`src/rtl/down_counter_timer.sv`:
```
// Loadable down-counter: terminal-count pulse, one-shot or auto-reload; outputs registered, load/tc visible one edge later.
// No backpressure: en=0 stalls the count without losing or repeating a terminal pulse.
module down_counter_timer #(
  parameter int WIDTH = 4
) (
  input  logic             clk,
  input  logic             rst_n,
  input  logic             load,
  input  logic [WIDTH-1:0] load_val,
  input  logic             en,
  input  logic             mode,
  output logic [WIDTH-1:0] count,
  output logic             tc,
  output logic             busy
);

  typedef enum logic [1:0] {
    IDLE = 2'd0,
    RUN  = 2'd1,
    DONE = 2'd2
  } state_t;

  state_t           state_q, state_d;
  logic [WIDTH-1:0] count_q, count_d;
  logic [WIDTH-1:0] reload_q, reload_d;
  logic             tc_q, tc_d;
  logic             busy_q;

  always_ff @(posedge clk or negedge rst_n) begin
    if (!rst_n) begin
      state_q  <= IDLE;
      count_q  <= '0;
      reload_q <= '0;
      tc_q     <= 1'b0;
      busy_q   <= 1'b0;
    end else begin
      state_q  <= state_d;
      count_q  <= count_d;
      reload_q <= reload_d;
      tc_q     <= tc_d;
      busy_q   <= (state_d == RUN);
    end
  end

  // Load beats the terminal event, which beats a plain decrement.
  always_comb begin
    state_d  = state_q;
    count_d  = count_q;
    reload_d = reload_q;
    tc_d     = 1'b0;
    if (load) begin
      reload_d = load_val;
      count_d  = load_val;
      state_d  = (load_val != '0) ? RUN : IDLE;
    end else if (state_q == RUN && en) begin
      if (count_q == WIDTH'(1)) begin
        tc_d = 1'b1;
        if (mode) begin
          count_d = reload_q;
        end else begin
          count_d = '0;
          state_d = DONE;
        end
      end else begin
        count_d = count_q - WIDTH'(1);
      end
    end
  end

  always_comb begin
    count = count_q;
    tc    = tc_q;
    busy  = busy_q;
  end

endmodule
```
`config.mk`:
```
export PLATFORM = sky130hd
export DESIGN_NAME = down_counter_timer
export DESIGN_NICKNAME = d
export VERILOG_FILES = /design/src/rtl/down_counter_timer.sv
export SDC_FILE = /design/constraint.sdc
export NUM_CORES = 1
export LEC_CHECK = 0
export CELL_PAD_IN_SITES_DETAIL_PLACEMENT = 1
export CELL_PAD_IN_SITES_GLOBAL_PLACEMENT = 2
export CORE_MARGIN = 2
export CORE_UTILIZATION = 32
export DETAILED_ROUTE_END_ITERATION = 8
export GPL_ROUTABILITY_DRIVEN = 0
export GPL_TIMING_DRIVEN = 0
export PLACE_DENSITY_LB_ADDON = 0.25
export SLEW_MARGIN = 20
export SYNTH_ARGS = -nofsm -noshare
export SYNTH_HDL_FRONTEND = slang
export SYNTH_SLANG_ARGS = --single-unit
export TNS_END_PERCENT = 10
```
`constraint.sdc`:
```
create_clock -name clk -period 2.1 [get_ports clk]
set_input_delay 0.42 -clock clk [delete_from_list [all_inputs] [get_ports clk]]
set_output_delay 0.42 -clock clk [all_outputs]
set_load 0.01 [all_outputs]
```
; ---- Word level (Yosys, flattened, before mapping)
; Index checks and enable logic that the tools add are counted.
[totals]
regBits = 12
input_bits = 9
elab_cells = 24
[op_classes]
addsub = 1
eq_ne = 3
muxes = 12
reduce_logical = 3
[ops]
columns = operator, count
row1 = two-way mux 4 bit, 4
row2 = two-way mux 2 bit, 4
row3 = equality test 2 x 1 -> 1 bit (second input constant), 2
row4 = equality test 4 x 1 -> 1 bit (second input constant), 1
row5 = two-way mux 1 bit, 4
row6 = nonzero test 4 bit, 1
row7 = subtractor 4 x 1 -> 4 bit (second input constant), 1
row8 = nonzero test 2 bit, 1
row9 = logical AND 1 bit, 1

; ---- Logic depth before layout (Yosys ltp)
; Gate-level depths: netlist of run 1.
[logic_depth]
depth_word = 5
mapped_depth = 5
mapped_depth_nobuf = 5

; ---- Least setup slack after synthesis of run 1
; Ideal clock, no wire load.
[synth_path]
path_kind = flip-flop to flip-flop
startpoint = reg count_q[1] (netlist: count[1])
endpoint = reg count_q[0] (netlist: count[0])
setup_time_ns = 0.087
t_arrival_ns = 1.363
setup_slack_ns = 0.650
stages_incl_launch_ff = 6
n_path_buf = 0
period_less_slack_ns = 1.450
cell_sequence = dfrtp_1 > inv_1 > ha_1 > nor3b_2 > mux2_1 > o211ai_1
[synth_via]
elab_chain_cells = 4
[synth_lines]
columns = element, line
row1 = start: declaration, 24  ; logic [WIDTH-1:0] count_q, count_d;
row2 = start signal: assignment, 38  ; count_q <= count_d;
row3 = equality test 4 x 1 -> 1 bit, 56  ; if (count_q == WIDTH'(1)) begin
row4 = two-way mux 4 bit, 56
row5 = two-way mux 4 bit, 55  ; end else if (state_q == RUN && en) begin
row6 = two-way mux 4 bit, 51  ; if (load) begin
; No other way between the ends. The select of a mux whose other input is x is not followed.
; A chain may end at the register's enable or synchronous reset.

; ---- Worst setup path after layout of run 1
[layout_path]
startpoint = reg count_q[3] (netlist: count[3])
endpoint = out count[3]
[layout_rtl]
columns = element, line
row1 = end: declaration, 12  ; output logic [WIDTH-1:0] count,
; No word-level cell between the ends.

==> results of run 1 <==
where the power goes:
group	switching (uW)	internal (uW)	total, uW
Clock	74.3	66.3	141
Combinational	61.8	76.7	138
Sequential	22.4	252	274
Total	159	395	553
final cells by class:
class                   instances  area share
multi-input cells              43       0.388
clock buffers                   3      0.0261
flip-flops and latches         12       0.348
plain buffers                   2      0.0218
repair buffers                 13       0.151
well taps                      27      0.0392
inverters                       6      0.0261
kinds of logic after synthesis:
family                   share of synthesized area
AND/OR/NAND/NOR                              0.217
AO/OA/AOI/OAI                                0.143
flip-flops                                   0.444
multiplexers                                0.0981
adder cells (fa/ha/maj)                     0.0370
buffers and inverters                       0.0611
worst max path at each step:
stage / slack (ps) / startpoint / cells after the start / to
floorplan: 650 / count[1] / 5 / count[0]
global placement: 390 / mode / 4 / count[2]
detailed placement: 380 / mode / 4 / count[2]
CTS: 320 / count[3] / 1 / count[3]
global route: 270 / count[3] / 1 / count[3]
finish: 340 / count[3] / 1 / count[3]
metrics by stage:
stage	cells	cell area (um2)	hold slack [ps]
after global routing	106	862	450
after global placement	103	840	489
final	106	862	434
after detailed placement	103	840	493
after CTS	106	862	427
after floorplan	63	676	124
per-layer routing:
metal | routed length (um) | global-route usage | up-vias
met5 | 0 | 0 | -
met4 | 13 | 0.0972 | 0
met3 | 43 | 0.0182 | 2
met2 | 695 | 0.218 | 8
met1 | 768 | 0.198 | 252
li1 | - | - | 254
sequential cells by signal, indices dropped and copies added, names as in the netlist:
signal / count
reload_q: 4
state_q: 2
count: 4
busy: 1
tc: 1
layout by cell type (no fill, tap or decap), drive strengths merged:
cell type / count
clkbuf: 3
mux2: 5
inv: 6
or2: 1
o41ai: 1
a311oi: 1
o211ai: 2
dfrtp: 12
nand2: 5
mux2i: 1
nand2b: 1
nor2b: 3
a22oi: 1
nor3b: 2
nor3: 2
ha: 2
or3b: 1
o21ba: 1
a22o: 1
a21oi: 1
o21ai: 5
buf: 2
or3: 1
nand3b: 2
nor2: 3
o31ai: 1
clkdlybuf4s50: 13
==> impl_metrics.ini, run 1 <==
[placed_design]
io_buffers = 13
dp_slack_ps = 383
place_hpwl_um = 1150

[setup_path]
slowest_stage = clkdlybuf4s50_1
crit_chain = clkdlybuf4s50_1
crit_required_ps = 1680
rr_endpoint = count[0]
ff2ff_path_depth = 5
r2r-start = count[1]
critical_path_peak_fanout = 7
crit_type = flip-flop to output pin
r2r_slack_ps = 530
path_buf_inv = 1
worst_path_largest_cell_delay_ps = 580
endpoint_kind = output pin
cp.arrival_ps = 1340
path_delay_family = buffers and inverters
critPathLaunchType = flip-flop

[cts]
clk_pin_slew_ps = 80
cts-root-buf = clkbuf_4
clkLatencyLatePin_ps = 270
cts_tree = yes
clock_sinks = 12
cts_buffers = 3
htreeDepth = 1
cts_resized = 0
cts_max_path_buffers = 2
post_cts_buffers = 0
cts_hold_buf = 0

[logic_synthesis]
async_reset_ff_frac = 1.00
yosys-top-cells-area = dfrtp_1, mux2_1, ha_1, nor3b_2, inv_1
synthCells = 63
synth_cell_type_count = 30
synth_edf_count = 0
synth_warnings = 0
synth_ff_type = dfrtp_1
syn-cell-area_um2 = 676
syn_avg_cell_area_um2 = 10.7
yosysMostFrequentCell = dfrtp_1
synth_top_area_cell = dfrtp_1
ys_ff_latch = 12
synth_commonest_cells = dfrtp_1, inv_1, nand2_1
ys_seq_area_frac = 0.444
synth_top_area_frac = 0.444
syn_nets = 74

[detailed_routing]
vias = 516
ant_nets = 0
wl_um = 1520
drtIter0Drc = 9
drt_pass1_iterations = 4
drc = 0
vias_per_cell = 4.87
avgRoutedWirePerCell_um = 14.3

[global_route]
grt_max_degree = 13
grt_pass1_vias = 553
antenna_found_initial = 0
grt_pass1_wl_um = 2660
grt.overflow.total = 0
grt_use_total = 0.147

[die]
core_area_um2 = 1980
io_pins = 15
start_util = 0.341
fp.dieArea_um2 = 2500
rows = 16
die_y_um = 50.0
die_w_um = 50.0

[timing]
finalSetupViolCount = 0
hold_viol = 0
fin_setup_tns_ps = 0
skew_ps = 6.01
post-route-min-period_ps = 1760
fmax_mhz = 569
rsz0062_at_grt = no
finalCritPeriodShare = 0.837
setup_slack_ps = 343
worstMarginPinSlew_ps = 548
drv_slew = 0
slew_headroom = 0.634

[cells_and_area]
register_area_um2 = 300
nets = 92
layout-drive-gt1-share = 0.165
multi_input_area_um2 = 334
synthToLayoutAreaGrowth_pct = 27.6
antenna_cells = 0
utilization = 0.435
fillCellCount = 221

[run]
max_cap_viol_count = 0

[power_and_ir_drop]
finalPower_uw = 553
p_leak_uw = 0.000369
vdd_drop_max_mv = 0.339
p_per_area_nw_per_um2 = 642

[status]
status = finished clean

[min_path]
hp-class = input pin to flip-flop
hold_depth = 2
worstHoldStart = load
hold_end = reload_q[1]
(Power assumes the default switching activity.)
==> inputs of run 2 (changes only) <==
- CORE_UTILIZATION: 32 -> 27
- clock period: 2.1 -> 1.4 ns (I/O delays scaled with it)
==> impl_metrics.ini, run 2 (synthesized netlist as in run 1, its figures left out) <==
[placed_design]
io_buffers = 13
place_hpwl_um = 1170
dp_slack_ps = -174

[detailed_routing]
vias_per_cell = 4.84
avgRoutedWirePerCell_um = 14.2
drtIter0Drc = 6
drt_pass1_iterations = 4
wl_um = 1630
ant_nets = 0
vias = 557
drc = 0

[min_path]
hp-class = input pin to flip-flop
hold_depth = 2
worstHoldStart = load

[power_and_ir_drop]
vdd_drop_max_mv = 0.431
finalPower_uw = 879
p_leak_uw = 0.000420
p_per_area_nw_per_um2 = 935

[cts]
cts-root-buf = clkbuf_4
htreeDepth = 1
clock_sinks = 12
cts_tree = yes
cts_buffers = 3
cts_max_path_buffers = 2
clkLatencyLatePin_ps = 270
clk_pin_slew_ps = 70

[setup_path]
endpoint_kind = flip-flop
crit_start = count[1]
crit_chain = inv_2, ha_4, nor3b_4, mux2_4, o211ai_1
critPathLaunchType = flip-flop
slowest_stage = dfrtp_1
cp.arrival_ps = 1650
crit_required_ps = 1590
ff2ff_path_depth = 5
critical_path_peak_fanout = 4
worst_path_largest_cell_delay_ps = 410
r2r-start = count[1]
crit_type = flip-flop to flip-flop

[die]
io_pins = 15
core_area_um2 = 2430
rows = 18
fp.dieArea_um2 = 2920
start_util = 0.278
die_w_um = 54.0
die_y_um = 54.0

[timing]
setup_slack_ps = -58.8
hold_viol = 0
rsz0062_at_grt = yes
worstMarginPinSlew_ps = 572
drv_slew = 0
finalCritPeriodShare = 1.04
finalSetupViolCount = 4
skew_ps = 4.28
post-route-min-period_ps = 1460
slew_headroom = 0.618
fmax_mhz = 686
whs_ps = 296

[status]
status = finished with violations
violations = negative setup slack

[global_route]
grt_use_total = 0.131
grt.overflow.total = 0
grt_pass1_wl_um = 2630
antenna_found_initial = 0
grt_max_degree = 13
grt_pass1_vias = 514

[cells_and_area]
mostFrequentLayoutCells = dfrtp_1, buf_4, clkdlybuf4s50_1
layout_commonest_cell = dfrtp_1
nets = 98
antenna_cells = 0
fillCellCount = 276
layout-drive-gt1-share = 0.306
synthToLayoutAreaGrowth_pct = 39.1

[run]
max_cap_viol_count = 0
run 2: through the flow:
| step | instance area, um2 | TNS [ps] | util | instances |
|---|---|---|---|---|
| 2_1_floorplan | 688 | -73.0 | - | 63 |
| 3_3_place_gp | 856 | -823 | 0.352 | 106 |
| 3_5_place_dp | 856 | -830 | 0.352 | 106 |
| 4_1_cts | 922 | -99.9 | 0.379 | 114 |
| 5_1_grt | 940 | -554 | 0.386 | 115 |
| 6_report | 940 | -98.9 | 0.386 | 115 |
run 2: worst paths after layout:
kind,to,slack (ps)
setup / recovery,count[0],-60
hold / removal,reload_q[3],300
setup reg to reg,count[0],-60
hold reg to reg,busy,510
max in group asynchronous,count[2],620
min in group asynchronous,reload_q[1],370
run 2: per-layer routing:
metal / wire length [um] / track usage / share of wire / vias up
li1: - / - / - / 268
met1: 743 / 0.169 / 0.46 / 268
met2: 761 / 0.193 / 0.47 / 19
met3: 112 / 0.0611 / 0.069 / 2
met4: 10 / 0.0375 / 0.0061 / 0
met5: 0 / 0 / 0 / -
run 2: critical path: cells and delay by family (launching register included):
kind                       cells  cell delay [ps]
AOI/OAI and AO/OA              1              150
DFF                            1              410
and+or+nand+nor                1              270
buffers and inverters          1               80
adders and majority gates      1              140
muxes                          1              330
run 2: what timing repair did:
action,in CTS,in global routing
gates cloned,0,0
hold buffers,0,0
setup endpoints to repair,12,7
resized for setup,11,2
pin swaps,0,1
buffers inserted,5,1
run 2: area by class of cell:
cell class,instances,area (um2),area share
flip-flops and latches,12,304,0.324
multi-input cells,43,367,0.390
plain buffers,2,18.8,0.0200
well taps,30,37.5,0.0399
clock buffers,3,22.5,0.0240
inverters,6,22.5,0.0240
repair buffers,19,168,0.178
run 2: power breakdown:
group          internal, uW  total (uW)  switching, uW
sequential              380         403           23.5
combinational           145         266            121
clock                  99.6         209            110
total                   624         879            255
